### src/rtl/m3_pkg.sv
// Shared definitions for the serial multiple-of-3 sequencer: FSM states,
// residue constants and the one-bit residue update.
package m3_pkg;

    typedef enum logic [1:0] {
        ST_IDLE  = 2'd0,
        ST_SHIFT = 2'd1,
        ST_DONE  = 2'd2
    } state_e;

    localparam logic [1:0] R0 = 2'd0;
    localparam logic [1:0] R1 = 2'd1;
    localparam logic [1:0] R2 = 2'd2;

    // Appending bit b to a value with residue r gives residue (2r + b) mod 3.
    function automatic logic [1:0] m3_next(input logic [1:0] r, input logic b);
        logic [2:0] s;
        s = {r, 1'b0} + {2'b00, b};
        if (s >= 3'd3) begin
            s = s - 3'd3;
        end
        return s[1:0];
    endfunction

endpackage

### src/rtl/m3_residue.sv
// Two-bit mod-3 residue register fed one serial bit per enable strobe.
module m3_residue
    import m3_pkg::*;
(
    input  logic       clk,
    input  logic       reset,
    input  logic       clr,
    input  logic       en,
    input  logic       bit_in,
    output logic [1:0] residue
);

    logic [1:0] res_q;
    logic [1:0] res_d;

    always_comb begin
        res_d = res_q;
        if (clr) begin
            res_d = R0;
        end else if (en) begin
            res_d = m3_next(res_q, bit_in);
        end
    end

    always_ff @(posedge clk or posedge reset) begin
        if (reset) begin
            res_q <= R0;
        end else begin
            res_q <= res_d;
        end
    end

    assign residue = res_q;

endmodule

### src/rtl/m3_stream_sched.sv
// Captures a word on start, streams it MSB-first into the mod-3 residue
// register at one bit per TICK_DIV clocks, then pulses done with the verdict.
module m3_stream_sched
    import m3_pkg::*;
#(
    parameter int unsigned WIDTH    = 8,
    parameter int unsigned TICK_DIV = 4000000,
    parameter int unsigned CNT_W    = 27
) (
    input  logic             clk,
    input  logic             reset,
    input  logic             start,
    input  logic [WIDTH-1:0] din,
    output logic             busy,
    output logic             done,
    output logic             is_mult3,
    output logic [1:0]       residue,
    output logic             bit_out,
    output logic             tick
);

    localparam int unsigned BC_W = $clog2(WIDTH + 1);
    localparam logic [CNT_W-1:0] PRESC_LAST = CNT_W'(TICK_DIV - 1);

    state_e            state_q;
    state_e            state_d;
    logic [CNT_W-1:0]  presc_q;
    logic [CNT_W-1:0]  presc_d;
    logic [BC_W-1:0]   bitcnt_q;
    logic [BC_W-1:0]   bitcnt_d;
    logic [WIDTH-1:0]  shreg_q;
    logic [WIDTH-1:0]  shreg_d;
    logic              bit_out_q;
    logic              bit_out_d;
    logic              is_mult3_q;
    logic              is_mult3_d;
    logic              busy_q;
    logic              busy_d;
    logic              done_q;
    logic              done_d;
    logic              tick_q;
    logic              tick_d;

    logic              accept;
    logic              consume;
    logic              last_bit;
    logic [1:0]        res_cur;

    assign accept   = (state_q == ST_IDLE) && start;
    assign consume  = (state_q == ST_SHIFT) && tick_q;
    assign last_bit = consume && (bitcnt_q == BC_W'(1));

    always_ff @(posedge clk or posedge reset) begin
        if (reset) begin
            state_q <= ST_IDLE;
        end else begin
            state_q <= state_d;
        end
    end

    always_comb begin
        state_d = state_q;
        unique case (state_q)
            ST_IDLE:  if (start)    state_d = ST_SHIFT;
            ST_SHIFT: if (last_bit) state_d = ST_DONE;
            ST_DONE:                state_d = ST_IDLE;
            default:                state_d = ST_IDLE;
        endcase
    end

    // Datapath and registered outputs; status flags track the next state so
    // they line up with state_q after the edge.
    always_comb begin
        presc_d    = '0;
        bitcnt_d   = bitcnt_q;
        shreg_d    = shreg_q;
        bit_out_d  = bit_out_q;
        is_mult3_d = is_mult3_q;

        if (state_q == ST_SHIFT) begin
            presc_d = (presc_q == PRESC_LAST) ? '0 : presc_q + CNT_W'(1);
        end

        if (accept) begin
            shreg_d   = din;
            bit_out_d = din[WIDTH-1];
            bitcnt_d  = BC_W'(WIDTH);
        end else if (consume) begin
            shreg_d   = shreg_q << 1;
            bit_out_d = shreg_d[WIDTH-1];
            bitcnt_d  = bitcnt_q - BC_W'(1);
        end

        if (last_bit) begin
            is_mult3_d = (m3_next(res_cur, bit_out_q) == R0);
        end

        busy_d = (state_d != ST_IDLE);
        done_d = (state_d == ST_DONE);
        tick_d = (state_d == ST_SHIFT) && (presc_d == PRESC_LAST);
    end

    always_ff @(posedge clk or posedge reset) begin
        if (reset) begin
            presc_q    <= '0;
            bitcnt_q   <= '0;
            shreg_q    <= '0;
            bit_out_q  <= 1'b0;
            is_mult3_q <= 1'b0;
            busy_q     <= 1'b0;
            done_q     <= 1'b0;
            tick_q     <= 1'b0;
        end else begin
            presc_q    <= presc_d;
            bitcnt_q   <= bitcnt_d;
            shreg_q    <= shreg_d;
            bit_out_q  <= bit_out_d;
            is_mult3_q <= is_mult3_d;
            busy_q     <= busy_d;
            done_q     <= done_d;
            tick_q     <= tick_d;
        end
    end

    m3_residue u_residue (
        .clk     (clk),
        .reset   (reset),
        .clr     (accept),
        .en      (consume),
        .bit_in  (bit_out_q),
        .residue (res_cur)
    );

    assign busy     = busy_q;
    assign done     = done_q;
    assign is_mult3 = is_mult3_q;
    assign residue  = res_cur;
    assign bit_out  = bit_out_q;
    assign tick     = tick_q;

endmodule
### config.mk
export PLATFORM = sky130hd
export DESIGN_NAME = m3_stream_sched
export DESIGN_NICKNAME = d
export VERILOG_FILES = /design/src/rtl/m3_pkg.sv /design/src/rtl/m3_residue.sv /design/src/rtl/m3_stream_sched.sv
export SDC_FILE = /design/constraint.sdc
export NUM_CORES = 1
export LEC_CHECK = 0
export ABC_AREA = 1
export CORE_MARGIN = 1.5
export CORE_UTILIZATION = 55
export CTS_CLUSTER_SIZE = 30
export DETAILED_ROUTE_END_ITERATION = 8
export PLACE_DENSITY = 0.73
export SETUP_SLACK_MARGIN = 0.3
export SYNTH_ARGS = -nofsm -noshare
export SYNTH_HDL_FRONTEND = slang
export SYNTH_SLANG_ARGS = --single-unit
### constraint.sdc
create_clock -name clk -period 2.3 [get_ports clk]
set_clock_uncertainty 0.05 [all_clocks]
set_input_delay 0.46 -clock clk [delete_from_list [all_inputs] [get_ports clk]]
set_output_delay 0.46 -clock clk [all_outputs]
set_load 0.005 [all_outputs]
# Yosys cells after proc, flatten, opt, wreduce, memory -nomap -nowiden
# Index checks and enable logic that the tools add are counted.
[totals]
elab_cells = 44
input_bits = 11
output_inout_bits = 7
regBits = 47
[op_classes]
add_sub_neg = 4
muxes = 15
magnitude_cmp = 1
eq_ne = 6
n_reduce_logical = 8
[ops]
columns = ["op", "count"]
rows = [
  ["$eq A27 B22 Y1 const B", 2],
  ["$mux W27", 2],
  ["$add A27 B1 Y27 const B", 1],
  ["$mux W7", 2],
  ["$mux W2", 6],
  ["$mux W4", 2],
  ["$eq A2 B1 Y1 const B", 2],
  ["$eq A4 B1 Y1 const B", 1],
  ["$logic_and A1 B1 Y1", 4],
  ["$logic_not A2 Y1", 2],
  ["$pmux W2 S2", 1],
  ["$reduce_bool A2 Y1", 2],
  ["$sub A4 B1 Y4 const B", 1],
  ["$add A3 B1 Y3", 1],
  ["$ge A3 B2 Y1 const B", 1],
  ["$eq A2 B2 Y1 const B", 1],
  ["$mux W1", 2],
  ["$sub A2 B2 Y2 const B", 1],
]

# Depth between registers and ports, before layout
# Gate-level depths: netlist of the first run.
[depth]
depth_word = 7
mapped_depth = 14
ltp_nobuf = 14

# By module
# From an unflattened synthesis of the first run, not the netlist that was laid out.
[unflattened]
hier_cells = 423
area_unflattened_um2 = 2901.5
[modules_own_cells]
columns = ["mod", "cells_each", "instances", "area_each_um2", "seq_area_each_um2"]
rows = [
  ["m3_stream_sched", 400, 1, 2758.9, 1126.1],
  ["m3_residue", 23, 1, 142.6, 50.0],
]

# Worst setup path after synthesis of the first run
# OpenSTA, ideal clock, no wires.
[synth_path]
path_kind = "register -> register"
startpoint = "register presc_q[0]"
endpoint = "register tick_q (netlist: tick)"
stages_incl_launch_ff = 12
arrival_ps = 1604
synth_period_minus_slack_ps = 1723
required_time_ps = 2181
setup_time_ps = 69
path_buffers = 0
path_slack_ps = 577
cell_sequence = "dfrtp_1 > ha_1 > nand3_2 > inv_2 > nand2_4 > nor2_4 > inv_1 > nor3_2 > or2_2 > nand3_1 > nand3_1 > nor2_2"
[synth_between]
elab_chain_cells = 5
word_cells_on_any_way = 6
cone_classes = "1 x add/sub; 2 x eq/ne; 2 x mux; 1 x reduce/logical"
[synth_rtl]
columns = ["element", "line_no", "text"]
rows = [
  ["start, declared", "m3_stream_sched.sv:27", "logic [CNT_W-1:0] presc_q;"],
  ["start signal, assigned", "m3_stream_sched.sv:114", "presc_q <= presc_d;"],
  ["$add A27 B1 Y27 or $eq A27 B22 Y1 (tied branches)", "m3_stream_sched.sv:81", "presc_d = (presc_q == PRESC_LAST) ? '0 : presc_q + CNT_W'(1);"],
  ["$mux W27 (*)", "m3_stream_sched.sv:81", ""],
  ["$mux W27 (*)", "m3_stream_sched.sv:80", "if (state_q == ST_SHIFT) begin"],
  ["$eq A27 B22 Y1 (*)", "m3_stream_sched.sv:100", "tick_d = (state_d == ST_SHIFT) && (presc_d == PRESC_LAST);"],
  ["$logic_and A1 B1 Y1 (*)", "m3_stream_sched.sv:100", ""],
  ["net tick_d", "m3_stream_sched.sv:42", "logic tick_d;"],
  ["end signal, assigned", "m3_stream_sched.sv:121", "tick_q <= tick_d;"],
  ["end, declared", "m3_stream_sched.sv:41", "logic tick_q;"],
]
# Mark *: on every way through the listed nets, which the timed path passes. The rest lies on a longest branch.
# A chain may end at the register's enable or synchronous reset.

# Worst setup path after layout of the first run
# Same ends and word-level chain as after synthesis.

==> results of run 1 <==
-- final cells by class --
| class | instances | area, um2 | share of cell area (%) |
|---|---|---|---|
| repair buffers | 26 | 250 | 7.61 |
| clock inverters | 1 | 30.0 | 0.913 |
| flip-flops and latches | 47 | 1180 | 35.8 |
| inverters | 63 | 240 | 7.30 |
| clock buffers | 6 | 72.6 | 2.21 |
| well taps | 67 | 83.8 | 2.55 |
| multi-input cells | 284 | 1430 | 43.6 |
-- state kept, by name, summed over array words and instances, names as in the netlist --
register,count
busy,1
is_mult3,1
tick,1
shreg_q,7
state_q,2
bitcnt_q,4
presc_q,27
done,1
u_residue.residue,2
bit_out,1
-- layer usage --
metal / track usage (%) / wire length, um / share of wire [%]
met5: 0 / 0 / 0
met4: 10.3 / 223 / 3.2
met3: 4.20 / 432 / 6.1
met2: 47.2 / 3300 / 47
met1: 36.6 / 3080 / 44
-- report_power, final --
part / switching (mW) / leakage [nW] / internal [mW]
Clock: 0.272 / 0.0513 / 0.319
Combinational: 0.290 / 0.961 / 0.206
Sequential: 0.105 / 0.599 / 0.916
Total: 0.668 / 1.61 / 1.44
-- cells in the mapped netlist, types with 3 or more instances --
cell / number
xor2_1: 4
nand2_2: 7
a21oi_1: 5
o211ai_1: 3
ha_1: 4
nand2_1: 99
nand3_1: 28
o21ai_0: 19
dfrtp_1: 47
nand3_2: 3
nand4_1: 10
nor2_2: 11
nor2_1: 67
inv_2: 6
inv_1: 55
nor2_4: 6
nor3_1: 6
-- worst min-delay path by stage --
stage,depth (start not counted),startpoint,slack [ns],endpoint
floorplan,2,shreg_q[4],0.42,shreg_q[4]
global placement,2,shreg_q[4],0.44,shreg_q[4]
detailed placement,2,is_mult3,0.45,is_mult3
CTS,2,reset,0.40,shreg_q[0]
global route,2,reset,0.45,shreg_q[0]
finish,2,reset,0.40,shreg_q[0]
-- worst register-to-register path: stages (launching register included) --
cell,delay [ns]
dfrtp_2,0.46
ha_4,0.19
nand3_4,0.09
inv_2,0.07
nand2_4,0.11
nand2_1,0.07
nand2_1,0.11
nand2_1,0.06
nor2_1,0.09
nand2_1,0.07
nor2_2,0.12
nand2_1,0.06
nor2_1,0.11
nand2_1,0.10
nor2_2,0.09
-- layout by cell type, fill, tap and decap left out, types with 4 or more instances in the layout --
cell type        count
clkdlybuf4s50_1     17
a21oi_1              5
o21ai_0             19
nand2_1             98
buf_4                8
nor2_1              65
nand3_1             27
nor3_1               5
nor2_4               8
inv_2                7
inv_1               54
dfrtp_1             45
xor2_1               4
nand4_1             10
nor2_2              11
clkbuf_8             5
nand2_2              8
-- per-stage QoR --
stage                     utilization [%]  total power [mW]  area (um2)  instances
final                                68.3              2.11        3290        494
after detailed placement             64.3              1.46        3100        482
after global placement               64.3              1.46        3100        482
after floorplan                         -              1.33        2810        396
after CTS                            66.7              2.06        3210        489
after global routing                 68.3              2.22        3290        494
-- what timing repair did --
action	4_1_cts	5_1_grt
setup endpoints to repair	1	1
pin swaps	0	1
gates cloned	0	0
gates resized for setup	4	9
hold buffers	0	0
buffers inserted	0	5
-- cell families (layout without fill, tap and decap cells) --
kind of cell | after synthesis | in the layout | synth area share [%]
AOI/OAI and AO/OA | 33 | 33 | 6.60
xor gates and xnor gates | 5 | 5 | 1.56
adders and majority gates | 4 | 4 | 1.78
buffers and inverters | 65 | 96 | 8.69
DFF | 47 | 47 | 41.9
and+or+nand+nor | 242 | 242 | 39.5
==> impl_summary.log, run 1 <==
INFO  metric timing.final.max_slew_violations = 0
INFO  metric initial_utilization = 58.3%
INFO  metric clkSinkCount = 47
INFO  metric route.final.wire_length = 7040 um
INFO  metric cp-startpoint = presc_q[0]
INFO  metric syn-mean-instance-area = 7.09 um2
INFO  metric worstSkewPairLatency = 0.30 ns
INFO  metric cellLeakagePower = 1.61 nW
INFO  metric synth_enable_flop_cells = 0
INFO  metric largest_area_contributor_in_the_netlist = dfrtp_1
INFO  metric reg2reg_slack = 0.39 ns
INFO  metric hold_viol_final = 0
INFO  metric pin_count_of_the_biggest_net_entering_global_routing = 32
INFO  metric run_status = completed
INFO  metric path_clk_slew = 0.09 ns
INFO  metric crit_path_end_kind = flip-flop
INFO  metric cap_violations = 0
INFO  metric final_nets = 442
INFO  metric cells_along_the_critical_path = ha_4 -> nand3_4 -> inv_2 -> nand2_4 -> nand2_1 -> nand2_1 -> nand2_1 -> nor2_1 -> nand2_1 -> nor2_2 -> nand2_1 -> nor2_1 -> nand2_1 -> nor2_2
INFO  metric routed_vias_inst = 5.41
INFO  metric global_route.overflow_total = 0
INFO  metric r2r.worst_path.cells = 14
INFO  metric slew_margin_rel = 74.5%
INFO  metric antenna_found_initial = 0
INFO  metric cts-root-buf = clkbuf_8
INFO  metric yosys.cell_types.count = 29
INFO  metric fin_crit = 1.91 ns
INFO  metric cts_inserted_buffers = 5
INFO  metric setup.worst_path.class = flip-flop to flip-flop
INFO  metric route.detailed.wl_per_inst = 14.3 um
INFO  metric path_max_fanout = 6
INFO  metric floorplan.io_pins = 18
INFO  metric die_area = 0.00554 mm2
INFO  metric critical_path.endpoint = tick
INFO  metric transition_time_at_the_pin_with_the_least_slew_margin = 0.382 ns
INFO  metric fin_setup_tns = 0 ns
INFO  metric synthesis.area = 0.00281 mm2
INFO  metric hold-worst-slack = 0.401 ns
INFO  metric antenna_cells = 0
INFO  metric dieWidth = 74.4 um
INFO  metric delay_contributed_by_the_slowest_stage_of_the_critical_path = 0.46 ns
INFO  metric htreeDepth = 2
INFO  metric dp.final_hpwl = 5390 um
INFO  metric num_vias = 2675
INFO  metric timing.hold.worst.class = input pin to async pin
INFO  metric row_count = 25
INFO  metric die_h = 74.4 um
INFO  metric worst_flop_to_flop_path_startpoint = presc_q[0]
INFO  metric synthesis.instances = 396
INFO  metric fmax = 525 MHz
INFO  metric port_buffers = 17
INFO  metric core_area = 0.00482 mm2
INFO  metric syn_to_final_growth = 17.2%
INFO  metric critPathLaunchType = flip-flop
INFO  metric worstPathArrival = 2.10 ns
INFO  metric routabilityCongestion = 1.00
INFO  metric worst_setup_slack_after_layout = 0.394 ns
INFO  metric timing.critical_path.slowest_stage_cell = dfrtp_2
INFO  metric groute.usage.overall = 28.0%
INFO  metric syn_nets = 411
INFO  metric worst_path_buf_inv = 1
INFO  metric grt_setup_unrepaired = yes
INFO  metric clock_path_buffers = 2
INFO  metric n_fill_cell = 412
INFO  metric dp_worst_slack = 0.202 ns
INFO  metric crit-reg2reg-capture = tick
INFO  metric timing.critical_path.max_delay_family = simple AND/OR/NAND/NOR gates
INFO  metric synth-main-ff-cell = dfrtp_1
INFO  metric grt_first_pass_wirelength = 11600 um
INFO  metric synthTopCellsByArea = dfrtp_1, nand2_1, nor2_1, inv_1, nand3_1
INFO  metric detail_route.first_pass.iterations = 5
INFO  metric postRouteAntennaNets = 0
INFO  metric max_rail_drop_vdd = 0.370 mV
INFO  metric required = 2.49 ns
INFO  metric setup-violations-final = 0
INFO  metric synth_async_sr_flop_share = 100%
INFO  metric critical_path_depth = 14
INFO  metric post_synthesis_sequential_element_count = 47
INFO  metric power.density_cell_area = 641 mW/mm2
INFO  metric drc = 0
INFO  metric grt_pass1_vias = 2550
INFO  metric synth-warning-count = 0
INFO  metric synth-seq-area-share = 41.9%
INFO  metric path_common_cell = nand2_1
INFO  metric post_route_cells_drive_above_1_share = 14.5%
INFO  metric cts_tree = done
INFO  metric final_clock_period_utilization_by_the_worst_path = 82.9%
INFO  metric yosysTopAreaCellShare = 41.9%
INFO  metric detailedRoute.firstIterationViolations = 298
Power figures use the tool's default switching activity.
==> run 2: changes to the inputs <==
==> constraint.sdc (replaced) <==
create_clock -name clk -period 2 [get_ports clk]
set_clock_uncertainty 0.05 [all_clocks]
set_input_delay 0.4 -clock clk [delete_from_list [all_inputs] [get_ports clk]]
set_output_delay 0.4 -clock clk [all_outputs]
set_load 0.005 [all_outputs]
==> impl_summary.log, run 2 (synthesized netlist as in run 1, its figures left out) <==
INFO  metric detailedRoute.firstIterationViolations = 254 (-15%)
INFO  metric fmax = 554 MHz (+5.7%)
INFO  metric routabilityCongestion = 0.972 (-3.2%)
INFO  metric pin_count_of_the_biggest_net_entering_global_routing = 48 (+50%)
INFO  metric port_buffers = 17 (unchanged)
INFO  metric die_h = 74.4 um (unchanged)
INFO  metric antenna_cells = 0 (unchanged)
INFO  metric dieWidth = 74.4 um (unchanged)
INFO  metric cap_violations = 0 (unchanged)
INFO  metric grt_first_pass_wirelength = 11900 um (+2.1%)
INFO  metric transition_time_at_the_pin_with_the_least_slew_margin = 0.395 ns (+0.0131 ns)
INFO  metric antenna_found_initial = 0 (unchanged)
INFO  metric path_clk_slew = 0.09 ns (about the same)
INFO  metric path_max_fanout = 4 (-2)
INFO  metric crit-reg2reg-capture = tick
INFO  metric fin_crit = 1.80 ns (-0.102 ns)
INFO  metric clkSinkCount = 47 (unchanged)
INFO  metric grt_pass1_vias = 2502 (-1.9%)
INFO  metric final_clock_period_utilization_by_the_worst_path = 90.2% (+7.3 points)
INFO  metric floorplan.io_pins = 18 (unchanged)
INFO  metric htreeDepth = 2 (unchanged)
INFO  metric worstSkewPairLatency = 0.31 ns (about the same)
INFO  metric die_area = 0.00554 mm2 (unchanged)
INFO  metric cts_inserted_buffers = 5 (unchanged)
INFO  metric largest-register = presc_q
INFO  metric crit_path_end_kind = flip-flop
INFO  metric cts_tree = done
INFO  metric clock_path_buffers = 2 (unchanged)
INFO  metric drc = 0 (unchanged)
INFO  metric power.density_cell_area = 709 mW/mm2 (+11%)
INFO  metric hold_viol_final = 0 (unchanged)
INFO  metric critPathLaunchType = flip-flop
INFO  metric reg_top3 = presc_q x27, shreg_q x7, bitcnt_q x4
INFO  metric route.final.wire_length = 7090 um (+0.65%)
INFO  metric syn_to_final_growth = 19.8%
INFO  metric worstPathArrival = 2.00 ns (-0.10 ns)
INFO  metric worst_setup_slack_after_layout = 0.196 ns (-0.198 ns)
INFO  metric routed_vias_inst = 5.45 (+0.68%)
INFO  metric setup-violations-final = 0 (unchanged)
INFO  metric postRouteAntennaNets = 0 (unchanged)
INFO  metric post_route_cells_drive_above_1_share = 16.9% (+2.3 points)
INFO  metric grt_setup_unrepaired = yes
INFO  metric max_rail_drop_vdd = 0.470 mV (+27%)
INFO  metric run_status = completed
INFO  metric detail_route.first_pass.iterations = 5 (unchanged)
INFO  metric fin_setup_tns = 0 ns (unchanged)
INFO  metric global_route.overflow_total = 0 (unchanged)
INFO  metric r2r.worst_path.cells = 13 (-1)
INFO  metric core_area = 0.00482 mm2 (unchanged)
INFO  metric groute.usage.overall = 28.5% (+0.50 points)
INFO  metric cellLeakagePower = 1.67 nW (+3.6%)
INFO  metric num_vias = 2726 (+1.9%)
INFO  metric initial_utilization = 58.3% (unchanged)
INFO  metric reg2reg_slack = 0.20 ns (-0.20 ns)
INFO  metric final_nets = 447 (+1.1%)
INFO  metric cts-root-buf = clkbuf_8
INFO  metric layout_commonest_cell = nand2_1
INFO  metric post_cts_hold_buffer_count = 0 (unchanged)
INFO  metric layout_common_cells = nand2_1, nor2_1, inv_1
INFO  metric slew_margin_rel = 73.4% (-1.1 points)
INFO  metric largest_register_ff_count = 27 (unchanged)
INFO  metric row_count = 25 (unchanged)
INFO  metric setup.worst_path.class = flip-flop to flip-flop
INFO  metric dp.final_hpwl = 5440 um (+1.0%)
INFO  metric timing.final.max_slew_violations = 0 (unchanged)
INFO  metric timing.hold.worst.class = input pin to async pin
INFO  metric route.detailed.wl_per_inst = 14.2 um (-0.55%)
INFO  metric worst_flop_to_flop_path_startpoint = presc_q[7]
INFO  metric required = 2.19 ns (-0.30 ns)
INFO  metric dp_worst_slack = 0.0433 ns (-0.159 ns)
[run 2: through the flow]
| step | instance area (um2) | hold WS, ns | std cells | util (%) | total power [mW] |
|---|---|---|---|---|---|
| after floorplan | 2810 | 0.421 | 396 | - | 1.53 |
| after global placement | 3130 | 0.445 | 486 | 64.9 | 1.68 |
| after detailed placement | 3130 | 0.452 | 486 | 64.9 | 1.69 |
| after CTS | 3310 | 0.398 | 497 | 68.8 | 2.37 |
| after global routing | 3360 | 0.419 | 500 | 69.8 | 2.51 |
| final | 3360 | 0.385 | 500 | 69.8 | 2.38 |
[run 2: power breakdown]
group / leakage, nW / internal [mW] / switching [mW] / total [mW]
registers: 0.599 / 1.06 / 0.122 / 1.18
clock network: 0.0412 / 0.245 / 0.331 / 0.576
logic: 1.03 / 0.260 / 0.370 / 0.630
total: 1.67 / 1.56 / 0.823 / 2.38
[run 2: how the worst max path moves through the flow]
| stage | startpoint | end | slack (ns) | cells after the start |
|---|---|---|---|---|
| global placement | start | tick | 0.02 | 11 |
| finish | presc_q[7] | tick | 0.20 | 13 |
| CTS | presc_q[1] | tick | 0.22 | 13 |
| global route | presc_q[1] | tick | 0.02 | 13 |
| detailed placement | start | tick | 0.04 | 11 |
| floorplan | presc_q[0] | tick | 0.31 | 11 |
[run 2: area by class of cell]
cell class                 instances  area [um2]
tap                               67        83.8
timing repair buffer              31         298
sequential                        47        1180
clock inverter                     2        12.5
multi-input combinational        284        1480
fill                             431        1450
inverter                          63         239
clock buffer                       6        72.6
[run 2: critical path, cell delays in order (launching register included)]
cell,delay (ns)
dfrtp_1,0.45
nand2_1,0.19
inv_2,0.04
nand2_1,0.11
nor2_4,0.05
nand2_1,0.06
nor2_1,0.04
nor2_2,0.18
nand2_1,0.08
nor2_1,0.13
nand3_1,0.09
nor2_1,0.12
nand2_1,0.08
nor2_2,0.07
[run 2: repair_timing]
item                                    4_1_cts  5_1_grt
buffers inserted                              3        3
gates resized for setup                      18       10
endpoints found under the setup margin        2       11
pin swaps                                    14        3
[run 2: metal layers]
layer	GRT usage [%]	up-vias	share of wire, %
li1	-	1313	-
met1	38.8	1274	43
met5	0	-	0
met3	4.61	23	7.3
met4	9.29	0	3.2
met2	46.6	116	46
==> run 3: changes to the inputs <==
==> constraint.sdc (replaced) <==
create_clock -name clk -period 1.72 [get_ports clk]
set_clock_uncertainty 0.05 [all_clocks]
set_input_delay 0.344 -clock clk [delete_from_list [all_inputs] [get_ports clk]]
set_output_delay 0.344 -clock clk [all_outputs]
set_load 0.005 [all_outputs]
==> impl_summary.log, run 3 (synthesized netlist as in run 1, its figures left out) <==
INFO  metric run_status = finished, violations left
INFO  metric violated_checks = setup timing
INFO  metric grt_setup_unrepaired = yes
INFO  metric p_seq_share = 46.1% (-3.3 points)
INFO  metric hold-worst-slack = 0.320 ns (-0.0648 ns)
INFO  metric initial_utilization = 58.3% (unchanged)
INFO  metric setup-violations-final = 2 (+2)
INFO  metric routed_vias_inst = 5.50 (+0.91%)
INFO  metric grt_first_pass_wirelength = 12500 um (+5.5%)
INFO  metric cellLeakagePower = 1.87 nW (+12%)
INFO  metric share_comb_of_total_power = 31.2% (+4.8 points)
INFO  metric detailedRoute.firstIterationViolations = 333 (+31%)
INFO  metric dp.final_hpwl = 6030 um (+11%)
INFO  metric largest-register = presc_q
INFO  metric required = 1.92 ns (-0.27 ns)
INFO  metric grt_pass1_vias = 2713 (+8.4%)
INFO  metric groute.usage.overall = 30.7% (+2.2 points)
INFO  metric transition_time_at_the_pin_with_the_least_slew_margin = 0.383 ns (-0.0115 ns)
INFO  metric num_vias = 2971 (+9.0%)
INFO  metric critPathLaunchType = flip-flop
INFO  metric die_h = 74.4 um (unchanged)
INFO  metric syn_to_final_growth = 36.8%
INFO  metric cap_violations = 0 (unchanged)
INFO  metric n_fill_cell = 366 (-15%)
INFO  metric worstSkewPairLatency = 0.31 ns (about the same)
INFO  metric final_core_utilization = 79.7% (+9.9 points)
INFO  metric routabilityCongestion = 1.01 (+4.0%)
INFO  metric timing.hold.worst.class = input pin to async pin
INFO  metric antenna_cells = 0 (unchanged)
INFO  metric layout_commonest_cell = nand2_1
INFO  metric crit-reg2reg-capture = tick
INFO  metric path_clk_slew = 0.09 ns (about the same)
INFO  metric net-switching-power = 1.06 mW (+28%)
INFO  metric power.density_cell_area = 783 mW/mm2 (+10%)
INFO  metric fmax = 530 MHz (-4.5%)
INFO  metric port_buffers = 17 (unchanged)
INFO  metric global_route.overflow_total = 0 (unchanged)
INFO  metric max_rail_drop_vdd = 0.572 mV (+22%)
INFO  metric layout_common_cells = nand2_1, nor2_1, inv_1
INFO  metric timing.final.max_slew_violations = 0 (unchanged)
INFO  metric row_count = 25 (unchanged)
INFO  metric setup.worst_path.class = flip-flop to flip-flop
INFO  metric detail_route.first_pass.iterations = 7 (+2)
INFO  metric clkSinkCount = 47 (unchanged)
INFO  metric clock_path_buffers = 2 (unchanged)
INFO  metric drc = 0 (unchanged)
INFO  metric postLayoutCellArea = 0.00384 mm2 (+14%)
INFO  metric clkPwrFrac = 22.7% (-1.5 points)
INFO  metric pin_count_of_the_biggest_net_entering_global_routing = 22 (-54%)
INFO  metric reg2reg_slack = -0.17 ns (-0.36 ns)
INFO  metric core_area = 0.00482 mm2 (unchanged)
INFO  metric final_nets = 487 (+8.9%)
INFO  metric fin_crit = 1.89 ns (+0.0845 ns)
INFO  metric cts_inserted_buffers = 5 (unchanged)
INFO  metric postRouteAntennaNets = 0 (unchanged)
INFO  metric route.detailed.wl_per_inst = 15.2 um (+7.2%)
INFO  metric route.final.wire_length = 8210 um (+16%)
INFO  metric cts-root-buf = clkbuf_8
INFO  metric hold_viol_final = 0 (unchanged)
INFO  metric post_route_cells_drive_above_1_share = 32.6% (+16 points)
INFO  metric htreeDepth = 2 (unchanged)
INFO  metric intPower = 1.95 mW (+25%)
INFO  metric floorplan.io_pins = 18 (unchanged)
INFO  metric sw_frac_of_total = 35.1% (+0.60 points)
INFO  metric r2r.worst_path.cells = 13 (unchanged)
INFO  metric cts_tree = done
INFO  metric path_max_fanout = 4 (unchanged)
INFO  metric slew_margin_rel = 74.4% (+0.99 points)
INFO  metric worst_setup_slack_after_layout = -0.168 ns (-0.364 ns)
INFO  metric worstPathArrival = 2.09 ns (+0.09 ns)
INFO  metric final_clock_period_utilization_by_the_worst_path = 110% (+20 points)
INFO  metric largest_register_ff_count = 27 (unchanged)
INFO  metric dieWidth = 74.4 um (unchanged)
INFO  metric reg_top3 = presc_q x27, shreg_q x7, bitcnt_q x4
INFO  metric place_area = 0.00342 mm2 (+9.4%)
INFO  metric die_area = 0.00554 mm2 (unchanged)
INFO  metric antenna_found_initial = 0 (unchanged)
INFO  metric crit_path_end_kind = flip-flop
INFO  metric worst_flop_to_flop_path_startpoint = presc_q[1]
## run 3: worst max-delay path by stage
stage,startpoint,slack (ns),cells after the start,to
final,presc_q[1],-0.17,13,tick
after global routing,presc_q[1],-0.26,14,tick
after CTS,presc_q[0],-0.07,14,tick
after detailed placement,start,-0.18,11,tick
after global placement,start,-0.18,11,tick
after floorplan,presc_q[0],0.13,14,tick
## run 3: area by class of cell
type	count	area, um2	share of cell area (%)
Multi-Input combinational cell	284	1630	42.5
Sequential cell	47	1180	30.9
Timing Repair Buffer	71	613	16.0
Inverter	63	243	6.32
Tap cell	67	83.8	2.18
Clock buffer	6	72.6	1.89
Clock inverter	2	12.5	0.326
## run 3: critical path: stages (launching register included)
cell and delay, ns:
dfrtp_2 0.45, ha_4 0.18, nand3_4 0.11, nor2_4 0.06, nand2_2 0.08, nor2_4 0.04, nor2_2 0.13, buf_4 0.16
nand2_1 0.05, nor2_1 0.12, nand3_1 0.09, nor2_1 0.14, nand2_1 0.08, nor2_2 0.08
## run 3: per-layer routing
| metal | share of wire [%] | vias to the layer above | track usage, % |
|---|---|---|---|
| met5 | 0 | - | 0 |
| met4 | 2.9 | 0 | 9.09 |
| met3 | 7.8 | 31 | 4.74 |
| met2 | 47 | 160 | 51.7 |
| met1 | 42 | 1386 | 41.2 |
| li1 | - | 1394 | - |
## run 3: timing repair
| action | in CTS | in global routing |
|---|---|---|
| resized for setup | 23 | 64 |
| setup endpoints to repair | 29 | 36 |
| buffers inserted | 7 | 6 |
| pin swaps | 8 | 25 |
| hold buffers | 0 | 0 |
## run 3: per-stage QoR
| step | std cells | power, mW | setup TNS (ns) | worst slack (ns) |
|---|---|---|---|---|
| after global routing | 540 | 3.14 | -0.343 | -0.259 |
| final | 540 | 3.01 | -0.184 | -0.168 |
| after CTS | 534 | 2.86 | -0.0766 | -0.0689 |
| after global placement | 519 | 2.09 | -0.179 | -0.179 |
| after floorplan | 396 | 1.81 | 0 | 0.126 |
| after detailed placement | 519 | 2.12 | -0.241 | -0.182 |
## run 3: power by group through the flow
stage / Clock (mW) / Combinational (mW) / Sequential (mW)
after floorplan: 0 / 0.449 / 1.36
after global placement: 0 / 0.719 / 1.38
after detailed placement: 0 / 0.737 / 1.39
after CTS: 0.682 / 0.814 / 1.36
after global routing: 0.723 / 1.02 / 1.40
final: 0.683 / 0.939 / 1.39
